<file path="src/rtl/spi_slave.sv">
// SPI mode-0 responder: oversamples sclk/cs_n/mosi on clk, receives MOSI words and
// returns host-supplied words on MISO within the same chip-select frame.
module spi_slave #(
  parameter int DATA_WIDTH  = 8,
  parameter int SYNC_STAGES = 2
) (
  input  logic                  clk,
  input  logic                  reset_n,
  input  logic                  sclk,
  input  logic                  cs_n,
  input  logic                  mosi,
  output logic                  miso,
  output logic                  miso_oe,
  input  logic [DATA_WIDTH-1:0] tx_data,
  input  logic                  tx_valid,
  output logic                  tx_ready,
  output logic [DATA_WIDTH-1:0] rx_data,
  output logic                  rx_valid,
  output logic                  tx_underrun,
  output logic                  frame_err,
  output logic                  busy
);

  localparam int CW = $clog2(DATA_WIDTH + 1);

  typedef enum logic [1:0] {IDLE, LOAD, SHIFT} state_t;

  state_t                  state;
  logic [SYNC_STAGES-1:0]  sclk_sync;
  logic [SYNC_STAGES-1:0]  cs_sync;
  logic [SYNC_STAGES-1:0]  mosi_sync;
  logic [CW-1:0]           bit_cnt;
  logic [DATA_WIDTH-2:0]   rx_shift;
  logic [DATA_WIDTH-1:0]   rx_next;
  logic [DATA_WIDTH-1:0]   tx_shift;
  logic [DATA_WIDTH-1:0]   tx_buf;
  logic                    reload;
  logic                    under_pend;
  logic                    sclk_rise;
  logic                    sclk_fall;
  logic                    cs_rise;
  logic                    cs_fall;
  logic                    word_done;

  always_ff @(posedge clk or negedge reset_n) begin
    if (!reset_n) begin
      sclk_sync <= '0;
      cs_sync   <= '1;
      mosi_sync <= '0;
    end else begin
      sclk_sync <= {sclk_sync[SYNC_STAGES-2:0], sclk};
      cs_sync   <= {cs_sync[SYNC_STAGES-2:0], cs_n};
      mosi_sync <= {mosi_sync[SYNC_STAGES-2:0], mosi};
    end
  end

  // mosi is taken from the older stage so it reflects the line just before the sclk rise
  assign sclk_rise = sclk_sync[SYNC_STAGES-2] & ~sclk_sync[SYNC_STAGES-1];
  assign sclk_fall = ~sclk_sync[SYNC_STAGES-2] & sclk_sync[SYNC_STAGES-1];
  assign cs_rise   = cs_sync[SYNC_STAGES-2] & ~cs_sync[SYNC_STAGES-1];
  assign cs_fall   = ~cs_sync[SYNC_STAGES-2] & cs_sync[SYNC_STAGES-1];
  assign rx_next   = {rx_shift, mosi_sync[SYNC_STAGES-1]};
  assign word_done = (state == SHIFT) && sclk_rise && (bit_cnt == CW'(DATA_WIDTH - 1));

  assign miso    = busy & tx_shift[DATA_WIDTH-1];
  assign miso_oe = busy;

  always_ff @(posedge clk or negedge reset_n) begin
    if (!reset_n) begin
      state       <= IDLE;
      bit_cnt     <= '0;
      rx_shift    <= '0;
      tx_shift    <= '0;
      tx_buf      <= '0;
      tx_ready    <= 1'b1;
      rx_data     <= '0;
      rx_valid    <= 1'b0;
      tx_underrun <= 1'b0;
      frame_err   <= 1'b0;
      busy        <= 1'b0;
      reload      <= 1'b0;
      under_pend  <= 1'b0;
    end else begin
      rx_valid    <= 1'b0;
      tx_underrun <= 1'b0;
      frame_err   <= 1'b0;
      busy        <= ~cs_sync[SYNC_STAGES-2];

      case (state)
        IDLE: begin
          if (cs_fall) state <= LOAD;
        end
        LOAD: begin
          if (!tx_ready) begin
            tx_shift <= tx_buf;
            tx_ready <= 1'b1;
          end else begin
            tx_shift    <= '0;
            tx_underrun <= 1'b1;
          end
          bit_cnt    <= '0;
          reload     <= 1'b0;
          under_pend <= 1'b0;
          state      <= SHIFT;
        end
        SHIFT: begin
          if (sclk_rise) begin
            rx_shift <= rx_next[DATA_WIDTH-2:0];
            if (word_done) begin
              rx_data  <= rx_next;
              rx_valid <= 1'b1;
              bit_cnt  <= '0;
              reload   <= 1'b1;
            end else begin
              bit_cnt <= bit_cnt + CW'(1);
            end
            // An empty-buffer reload only counts as an underrun once the next word really starts
            if (bit_cnt == '0 && under_pend) begin
              tx_underrun <= 1'b1;
              under_pend  <= 1'b0;
            end
          end
          if (sclk_fall) begin
            if (reload) begin
              reload <= 1'b0;
              if (!tx_ready) begin
                tx_shift <= tx_buf;
                tx_ready <= 1'b1;
              end else begin
                tx_shift   <= '0;
                under_pend <= 1'b1;
              end
            end else begin
              tx_shift <= tx_shift << 1;
            end
          end
        end
        default: state <= IDLE;
      endcase

      if (cs_rise) begin
        state      <= IDLE;
        reload     <= 1'b0;
        under_pend <= 1'b0;
        tx_shift   <= '0;
        if (bit_cnt != '0 && !word_done) begin
          frame_err <= 1'b1;
          bit_cnt   <= '0;
        end
      end

      // Accept comes last so a same-cycle underrun load still leaves the new word buffered
      if (tx_valid && tx_ready) begin
        tx_buf   <= tx_data;
        tx_ready <= 1'b0;
      end
    end
  end

endmodule

</file>
<file path="config.mk">
export PLATFORM = sky130hd
export DESIGN_NAME = spi_slave
export DESIGN_NICKNAME = d
export VERILOG_FILES = /design/src/rtl/spi_slave.sv
export SDC_FILE = /design/constraint.sdc
export NUM_CORES = 1
export LEC_CHECK = 0
export ABC_AREA = 1
export BUFFER_PORTS_ARGS = -buffer_cell sky130_fd_sc_hd__buf_2
export CAP_MARGIN = 40
export CORE_MARGIN = 2
export CORE_UTILIZATION = 55
export CTS_BUF_LIST = sky130_fd_sc_hd__clkbuf_4
export CTS_CLUSTER_DIAMETER = 150
export DETAILED_ROUTE_END_ITERATION = 8
export PLACE_DENSITY = 0.83
export REMOVE_ABC_BUFFERS = 1
export SLEW_MARGIN = 0
export SYNTH_ARGS = -nofsm -noshare
export SYNTH_HDL_FRONTEND = slang
export SYNTH_SLANG_ARGS = --single-unit
</file>
<file path="constraint.sdc">
create_clock -name clk -period 1.95 [get_ports clk]
set_clock_uncertainty 0.05 [all_clocks]
set_input_delay 0.195 -clock clk [delete_from_list [all_inputs] [get_ports clk]]
set_output_delay 0.195 -clock clk [all_outputs]
set_load 0.005 [all_outputs]
</file>
==> impl_metrics.yaml, run 1 <==
cts:
  worstSkewPairLatency_ns: 0.37
  post_cts_resized: 0
  cts_buffers: 5
  clk_pin_slew_ns: 0.13
  cts_sinks: 50
  ctsHtreeMaxLevel: 2
  cts-root-buf: "clkbuf_4"
  clk_path_buf_depth: 2
  postCtsHoldBufs: 12
  cts_tree: "yes"
  cts_setup_buffers: 0
floorplanning:
  die-area_mm2: 0.00452
  initial_utilization_pct: 58.8
  rows: 22
  die_x_um: 67.2
  coreArea_mm2: 0.00374
  io_pins: 29
  die_h_um: 67.2
worst_setup_path:
  rr_endpoint: "tx_shift[6]$_DFFE_PN0P_"
  worstPathMaxFanout: 8
  critPathSlowestCell: "dfstp_2"
  r2r_cells: 8
  cp-end-kind: "flop"
  reg2reg_from: "cs_sync[1]$_DFF_PN1_"
  cp-start-kind: "flop"
  required_ns: 2.15
  crit_family: "flip-flops"
  worst-setup-path-type: "reg -> reg"
  cp.arrival_ns: 1.92
  r2r_setup_slack_ns: 0.23
  critical_path.cell_chain: "inv_1 -> ha_1 -> inv_1 -> nand2_1 -> o21ai_2 -> inv_2 -> nand2_1 -> o22ai_1"
  max_stage_delay_ns: 0.54
  critPathBufInv: 3
global_routing:
  antenna_found_initial: 0
  overflow: 0
  grt_pass1_vias: 1550
  grt_usage_pct: 20.2
  grt_pass1_wl_um: 6640
  grt_max_degree: 51
routing:
  wl_um: 3890
  dr_total_vias: 1654
  drcViolationCount: 0
  detail_route.wl_per_cell_um: 11.7
  first_pass_iters: 4
  drtIter0Drc: 117
  post_drt_via_cell_ratio: 4.97
  ant_nets: 0
worst_hold_path:
  holdPathStages: 4
  hold-path-endpoint: "tx_buf[7]$_DFFE_PN0P_"
  hold_class: "in -> reg"
  worstHoldStart: "tx_valid"
final_layout:
  drive_gt1_share_pct: 20.0
  synthToLayoutAreaGrowth_pct: 19.0
  final_nets: 304
  antenna_cells: 0
  fin_util_pct: 69.9
  stdcell_count: 333
sta:
  maxSlewViolCount: 0
  grt_setup_unrepaired: "no"
  fin_crit_sh_pct: 88.3
  worstMarginPinSlew_ns: 0.604
  finalHoldViolCount: 0
  fmax_mhz: 581
  setup_violations: 0
  min_period_ns: 1.72
  whs_ns: 0.130
  relSlewSlack_pct: 59.7
  fin_setup_tns_ns: 0
place:
  dpl.hpwl_um: 2720
  dp.cells: 313
  gp_congestion: 0.907
  io_buffers: 28
synthesis:
  syn_area_mm2: 0.00220
  synth_edf_count: 0
  ys_ff_latch: 50
  yosysTopAreaCell: "dfrtp_1"
  synth_cells: 238
  yosys.cell_types.count: 29
  yosysMostFrequentCell: "nand2_1"
  avgSynthCellArea_um2: 9.24
  yosys_warnings: 0
  synth_top_flop_cell: "dfrtp_1"
  synth_top_cell_area_share_pct: 53.5
  yosys-top-cells-area: "dfrtp_1, nand2_1, inv_1"
  async_flop_share_pct: 100
  synthTopCellsByCount: "nand2_1, dfrtp_1, inv_1"
  ys_seq_area_share_pct: 57.1
power:
  p_per_area_mw_per_mm2: 1200
  worst_ir_drop_vdd_mv: 0.794
  totalPowerFinal_uw: 3150
  leakagePower_uw: 0.00136
run_status:
  status: "complete, no violations"
run:
  cap_violations: 0
worst max-delay path by stage:
stage                         start                 endpoint  slack, ns  cells past startpoint
5_1_grt        cs_sync[1]$_DFF_PN1_  tx_shift[6]$_DFFE_PN0P_       0.06                      8
6_report       cs_sync[1]$_DFF_PN1_  tx_shift[6]$_DFFE_PN0P_       0.23                      8
4_1_cts        cs_sync[1]$_DFF_PN1_  tx_shift[6]$_DFFE_PN0P_       0.24                      8
3_3_place_gp   cs_sync[1]$_DFF_PN1_  tx_shift[5]$_DFFE_PN0P_       0.32                      8
2_1_floorplan  state[0]$_DFFE_PN0P_     bit_cnt[0]$_DFF_PN0_       0.36                      7
3_5_place_dp   cs_sync[1]$_DFF_PN1_  tx_shift[5]$_DFFE_PN0P_       0.27                      8
metal layers:
layer	share of wire (%)	routed length (um)	track usage, %
met5	0	0	0
met4	1.6	61	9.44
met3	4.4	172	4.67
met2	46	1790	30.4
met1	48	1860	27.8
state kept, by name, indices dropped and copies added, names as in the netlist, 4 cells and up:
name / count
rx_data: 8
tx_buf: 8
tx_shift: 8
rx_shift: 7
bit_cnt: 4
placed cells by master (no fill, tap or decap), types with 3 or more instances in the layout:
cell,n
nand3_1,7
nand2_1,64
inv_1,39
o21ai_2,7
dfrtp_1,47
buf_2,28
a21oi_1,7
dfstp_2,3
dlygate4sd3_1,12
clkbuf_4,5
ha_1,6
nor2_1,14
o22ai_1,6
buf_4,3
o21ai_0,18
cells by family (layout without fill, tap and decap cells):
group	count (synthesis)	after routing	synth area share (%)
and+or+nand+nor	93	93	18.7
DFF	50	50	57.1
buffers and inverters	45	92	8.19
AOI/OAI and AO/OA	44	44	12.7
adders and majority gates	6	6	3.41
final cells by class:
type | count | area [um^2]
clock buffers | 5 | 37.5
clock inverters | 3 | 63.8
fillers | 293 | 1130
inverters | 41 | 154
multi-input cells | 143 | 764
flip-flops and latches | 50 | 1250
well taps | 48 | 60.1
repair buffers | 43 | 283
stage by stage:
stage	setup WS, ns	instance area (um^2)
2_1_floorplan	0.359	2170
3_3_place_gp	0.321	2400
3_5_place_dp	0.272	2400
4_1_cts	0.239	2620
5_1_grt	0.0600	2620
6_report	0.228	2620
report_power, final:
group          switching [uW]  total (uW)  internal [uW]
Combinational             677        1040            362
Clock                     314         710            395
Sequential                112        1400           1290
Total                    1100        3150           2050
worst min-delay path, cell delays in order:
cell	delay (ns)
buf_2	0.07
nand2_1	0.11
nand2_1	0.09
nand2_1	0.05
Power figures use the tool's default switching activity.
==> run 2, diff against run 1 <==
--- a/config.mk
+++ b/config.mk
@@ -5,7 +5,6 @@
 export SDC_FILE = /design/constraint.sdc
 export NUM_CORES = 1
 export LEC_CHECK = 0
-export ABC_AREA = 1
 export BUFFER_PORTS_ARGS = -buffer_cell sky130_fd_sc_hd__buf_2
 export CAP_MARGIN = 40
 export CORE_MARGIN = 2
@@ -13,7 +12,7 @@
 export CTS_BUF_LIST = sky130_fd_sc_hd__clkbuf_4
 export CTS_CLUSTER_DIAMETER = 150
 export DETAILED_ROUTE_END_ITERATION = 8
-export PLACE_DENSITY = 0.83
+export PLACE_DENSITY = 0.82
 export REMOVE_ABC_BUFFERS = 1
 export SLEW_MARGIN = 0
 export SYNTH_ARGS = -nofsm -noshare
==> run 2 against run 1 <==
  * Non-clock buffer count rose by 10
  * First-iteration DRC count is 27% lower
  * Setup slack got worse by 0.060 ns
  * Sequential cell count unchanged
  * Largest cell class unchanged
  * Highest routed layer unchanged
==> impl_metrics.yaml, run 2 <==
synthesis:
  yosys.cell_types.count: 44
  ys_ff_latch: 50
  yosys_warnings: 0
  yosys-top-cells-area: "dfrtp_1, mux2_2, nand2_1"
  yosysMostFrequentCell: "dfrtp_1"
  avgSynthCellArea_um2: 11.9
  synth_edf_count: 0
  async_flop_share_pct: 100
  syn_area_mm2: 0.00225
  synth_top_cell_area_share_pct: 52.4
  synthTopCellsByCount: "dfrtp_1, nand2_1, mux2_2"
  synth_cells: 188
  ys_seq_area_share_pct: 55.9
  synth_top_flop_cell: "dfrtp_1"
  yosysTopAreaCell: "dfrtp_1"
floorplanning:
  die_x_um: 67.9
  coreArea_mm2: 0.00397
  rows: 23
  die-area_mm2: 0.00461
  initial_utilization_pct: 56.6
  die_h_um: 67.9
  io_pins: 29
cts:
  cts_buffers: 5
  cts_tree: "yes"
  clk_pin_slew_ns: 0.14
  ctsHtreeMaxLevel: 2
  post_cts_resized: 0
  clk_path_buf_depth: 2
  cts_sinks: 50
  cts-root-buf: "clkbuf_4"
  worstSkewPairLatency_ns: 0.37
worst_hold_path:
  hold-path-endpoint: "tx_buf[4]$_DFFE_PN0P_"
  hold_class: "in -> reg"
  worstHoldStart: "tx_data[4]"
  holdPathStages: 2
run:
  cap_violations: 0
final_layout:
  fin_util_pct: 67.9
  layout_commonest_cell: "dfrtp_1"
  drive_gt1_share_pct: 33.2
  antenna_cells: 0
  final_nets: 260
  layout.cells.most_common_list: "dfrtp_1, buf_2, nand2_1"
  largestRegisters: "rx_data: 8 flops, tx_buf: 8 flops, tx_shift: 8 flops"
  synthToLayoutAreaGrowth_pct: 20.1
  n_fill_cell: 307
sta:
  worstMarginPinSlew_ns: 0.514
  finalHoldViolCount: 0
  whs_ns: 0.0191
  setup_violations: 0
  min_period_ns: 1.78
  maxSlewViolCount: 0
  fmax_mhz: 561
  relSlewSlack_pct: 65.7
  fin_setup_tns_ns: 0
  grt_setup_unrepaired: "no"
  fin_crit_sh_pct: 91.4
worst_setup_path:
  cp-start-kind: "flop"
  reg2reg_from: "state[0]$_DFFE_PN0P_"
  cp.arrival_ns: 2.00
  required_ns: 2.17
  worst-setup-path-type: "reg -> reg"
  r2r_cells: 7
  rr_endpoint: "tx_shift[1]$_DFFE_PN0P_"
  r2r_setup_slack_ns: 0.17
  max_stage_delay_ns: 0.40
  cp-end-kind: "flop"
  cpMostUsedCell: "buf_4"
  critical_path.cell_chain: "inv_1 -> ha_1 -> buf_4 -> nor2b_1 -> nor3_4 -> buf_4 -> o31ai_1"
  critPathSlowestCell: "dfrtp_1"
  worstPathMaxFanout: 7
power:
  worst_ir_drop_vdd_mv: 0.666
  leakagePower_uw: 0.00137
  p_per_area_mw_per_mm2: 1080
place:
  io_buffers: 28
  gp_congestion: 0.830
  dpl.hpwl_um: 3100
global_routing:
  grt_usage_pct: 21.2
  antenna_found_initial: 0
  overflow: 0
  grt_max_degree: 24
  grt_pass1_vias: 1646
  grt_pass1_wl_um: 7180
routing:
  wl_um: 4190
  drtIter0Drc: 85
  detail_route.wl_per_cell_um: 14.4
  post_drt_via_cell_ratio: 5.54
  first_pass_iters: 5
  ant_nets: 0
  dr_total_vias: 1612
  drcViolationCount: 0
run_status:
  status: "complete, no violations"
## run 2: repair_timing
action / CTS / global route
setup buffers: 0 / 0
setup endpoints to repair: 0 / 0
hold buffers: 7 / 3
hold endpoints to repair: 26 / 3
## run 2: area by class of cell
cell class | instances | area, um^2 | share of cell area (%)
Clock inverter | 2 | 37.5 | 1.39
Multi-Input combinational cell | 121 | 911 | 33.8
Timing Repair Buffer | 53 | 353 | 13.1
Tap cell | 50 | 62.6 | 2.32
Sequential cell | 50 | 1250 | 46.5
Clock buffer | 6 | 45.0 | 1.67
Inverter | 9 | 33.8 | 1.25
## run 2: stage by stage
stage	instances	area (um^2)	total power, uW	worst slack, ns
after floorplan	180	2200	2020	0.0407
after global placement	273	2510	2290	0.269
after detailed placement	273	2510	2340	0.171
after CTS	288	2670	2950	0.142
after global routing	291	2700	3130	0.0728
final	291	2700	2920	0.168
## run 2: worst max-delay path by stage
stage | depth (start not counted) | endpoint | start
floorplan | 5 | rx_data[0]$_DFFE_PN0P_ | state[0]$_DFFE_PN0P_
global route | 7 | tx_shift[2]$_DFFE_PN0P_ | state[0]$_DFFE_PN0P_
CTS | 7 | tx_shift[1]$_DFFE_PN0P_ | state[0]$_DFFE_PN0P_
finish | 7 | tx_shift[1]$_DFFE_PN0P_ | state[0]$_DFFE_PN0P_
global placement | 6 | tx_shift[0]$_DFFE_PN0P_ | state[0]$_DFFE_PN0P_
detailed placement | 7 | tx_shift[1]$_DFFE_PN0P_ | state[0]$_DFFE_PN0P_
## run 2: kinds of logic (layout without fill, tap and decap cells)
kind of cell	Yosys count	count (layout)	share of synthesized area, %
compound gates	22	22	7.58
xor+xnor	1	1	0.390
fa+ha+maj	6	6	3.34
buf+inv	17	70	3.57
flops	50	50	55.9
mux	25	25	12.1
simple gates	67	67	17.2
## run 2: where the power goes
group	internal (uW)	switching, uW
sequential	1270	153
combinational	450	451
clock	285	316
total	2000	920
## run 2: metal layers
layer | track usage [%] | routed length, um | up-vias
li1 | - | - | 769
met1 | 25.1 | 1890 | 797
met2 | 37.3 | 2090 | 41
met3 | 4.93 | 165 | 5
met4 | 8.25 | 50 | 0
met5 | 0 | 0 | -
## run 2: worst max-delay path, delay by kind of cell (launching register included)
| kind | cells | cell delay [ns] |
|---|---|---|
| buffers and inverters | 3 | 0.42 |
| adder cells (fa/ha/maj) | 1 | 0.22 |
| AO/OA/AOI/OAI | 1 | 0.25 |
| flip-flops | 1 | 0.40 |
| AND/OR/NAND/NOR | 2 | 0.34 |
==> run 3, diff against run 2 <==
--- a/config.mk
+++ b/config.mk
@@ -12,6 +12,7 @@
 export CTS_BUF_LIST = sky130_fd_sc_hd__clkbuf_4
 export CTS_CLUSTER_DIAMETER = 150
 export DETAILED_ROUTE_END_ITERATION = 8
+export HOLD_SLACK_MARGIN = 0.06
 export PLACE_DENSITY = 0.82
 export REMOVE_ABC_BUFFERS = 1
 export SLEW_MARGIN = 0
==> run 3 against run 2 <==
  * Register-to-register slack barely moved
  * Via count rose by 1.2%
  * Sequential cell count did not move
  * Sequential share of layout area fell by 0.51 points
  * Critical path depth did not move
==> impl_metrics.yaml, run 3 (synthesis gave the netlist of run 2 again) <==
worst_setup_path:
  endpoint: "tx_shift[4]$_DFFE_PN0P_"
  required_ns: 2.16
  worstPathMaxFanout: 7
  startpoint: "state[0]$_DFFE_PN0P_"
  r2r_cells: 7
  r2r_setup_slack_ns: 0.17
  cp-end-kind: "flop"
  worst-setup-path-type: "reg -> reg"
  reg2reg_from: "state[0]$_DFFE_PN0P_"
  rr_endpoint: "tx_shift[4]$_DFFE_PN0P_"
  cp-start-kind: "flop"
  cp.arrival_ns: 1.99
routing:
  highest_layer: "met4"
  wl_met1_um: 1880
  post_drt_via_cell_ratio: 5.55
  drtIter0Drc: 124
  first_pass_iters: 5
  dr_wl_met2_um: 2120
  ant_nets: 0
  drcViolationCount: 0
  wl_met3_um: 167
  detail_route.wl_per_cell_um: 14.3
  wl_um: 4220
  dr_total_vias: 1631
place:
  dpl-instance-area_mm2: 0.00251
  dpl.hpwl_um: 3100
  dp.cells: 273
  gp_congestion: 0.830
  io_buffers: 28
global_routing:
  grt_max_degree: 24
  grt_pass1_wl_um: 7280
  grt_pass1_vias: 1644
  grt_usage_pct: 21.5
  antenna_found_initial: 0
  overflow: 0
cts:
  worstSkewPairLatency_ns: 0.36
  cts_buffers: 5
  cts-root-buf: "clkbuf_4"
  cts_sinks: 50
  cts_tree: "yes"
  clk_path_buf_depth: 2
  ctsHtreeMaxLevel: 2
  clk_pin_slew_ns: 0.14
floorplanning:
  coreArea_mm2: 0.00397
  die_x_um: 67.9
  rows: 23
  initial_utilization_pct: 56.6
  die-area_mm2: 0.00461
  die_h_um: 67.9
  io_pins: 29
sta:
  fmax_mhz: 562
  fin_setup_tns_ns: 0
  maxSlewViolCount: 0
  finalHoldViolCount: 0
  grt_setup_unrepaired: "no"
  worstMarginPinSlew_ns: 0.516
  min_period_ns: 1.78
  fin_crit_sh_pct: 91.2
  setup_violations: 0
  relSlewSlack_pct: 65.6
final_layout:
  final_nets: 263
  synthToLayoutAreaGrowth_pct: 21.4
  antenna_cells: 0
  largestRegisters: "rx_data: 8 flops, tx_buf: 8 flops, tx_shift: 8 flops"
  stdcell_area_mm2: 0.00273
  drive_gt1_share_pct: 32.8
  layout_commonest_cell: "dfrtp_1"
  stdcell_count: 294
  n_fill_cell: 304
  layout.cells.most_common_list: "dfrtp_1, buf_2, nand2_1"
power:
  p_sw_share_pct: 31.4
  clkPwrFrac_pct: 20.5
  p_per_area_mw_per_mm2: 1070
  p_seq_share_pct: 48.6
  internal_power_uw: 2010
  leakagePower_uw: 0.00138
  p_sw_uw: 918
  worst_ir_drop_vdd_mv: 0.672
  totalPowerFinal_uw: 2930
  p_comb_share_pct: 31.0
worst_hold_path:
  hold_class: "in -> async"
run_status:
  status: "complete, no violations"
run:
  cap_violations: 0
-- run 3: cell types whose count changed in the layout (fill, tap and decap cells not counted), sizes merged --
cell	change
dlygate4sd3	+3
-- run 3: worst max-delay path: stages (launching register included) --
cell and delay, ns:
dfrtp_1 0.40, inv_1 0.09, ha_1 0.22, buf_4 0.16, nor2b_1 0.28, nor3_4 0.06, buf_4 0.17, o31ai_1 0.24
-- run 3: power by group through the flow --
stage | Clock, uW | Combinational (uW) | Sequential [uW]
after floorplan | 0 | 617 | 1400
after global placement | 0 | 859 | 1430
after detailed placement | 0 | 895 | 1440
after CTS | 617 | 917 | 1420
after global routing | 666 | 1020 | 1450
final | 598 | 906 | 1420
-- run 3: area by class of cell --
class / count / area, um^2 / area share, %
flip-flops and latches: 50 / 1250 / 46.0
repair buffers: 56 / 383 / 14.0
clock buffers: 6 / 45.0 / 1.65
multi-input cells: 121 / 911 / 33.4
well taps: 50 / 62.6 / 2.29
clock inverters: 2 / 37.5 / 1.38
inverters: 9 / 33.8 / 1.24
-- run 3: what timing repair did --
action                                 CTS  global route
endpoints found under the hold margin   32             0
setup buffers                            0             0
resized for setup                        0             0
hold buffers                            13             0
-- run 3: worst min-delay path by stage --
stage                                   to
finish              mosi_sync[1]$_DFF_PN0_
global route        mosi_sync[1]$_DFF_PN0_
CTS                 rx_data[1]$_DFFE_PN0P_
detailed placement  rx_data[1]$_DFFE_PN0P_
global placement        rx_valid$_DFF_PN0_
floorplan             bit_cnt[0]$_DFF_PN0_
-- run 3: routing by layer --
metal  up-vias  global-route usage (%)
met5         -                       0
met2        48                    37.5
met1       807                    25.8
met4         0                    8.25
li1        771                       -
met3         5                    4.93
-- run 3: per-stage QoR --
stage	hold slack, ns	utilization, %	worst slack (ns)
6_report	0.267	68.7	0.172
5_1_grt	0.307	68.7	0.0728
4_1_cts	0.264	68.7	0.142
3_5_place_dp	0.144	63.3	0.171
3_3_place_gp	0.147	63.3	0.269
2_1_floorplan	-0.151	-	0.0407
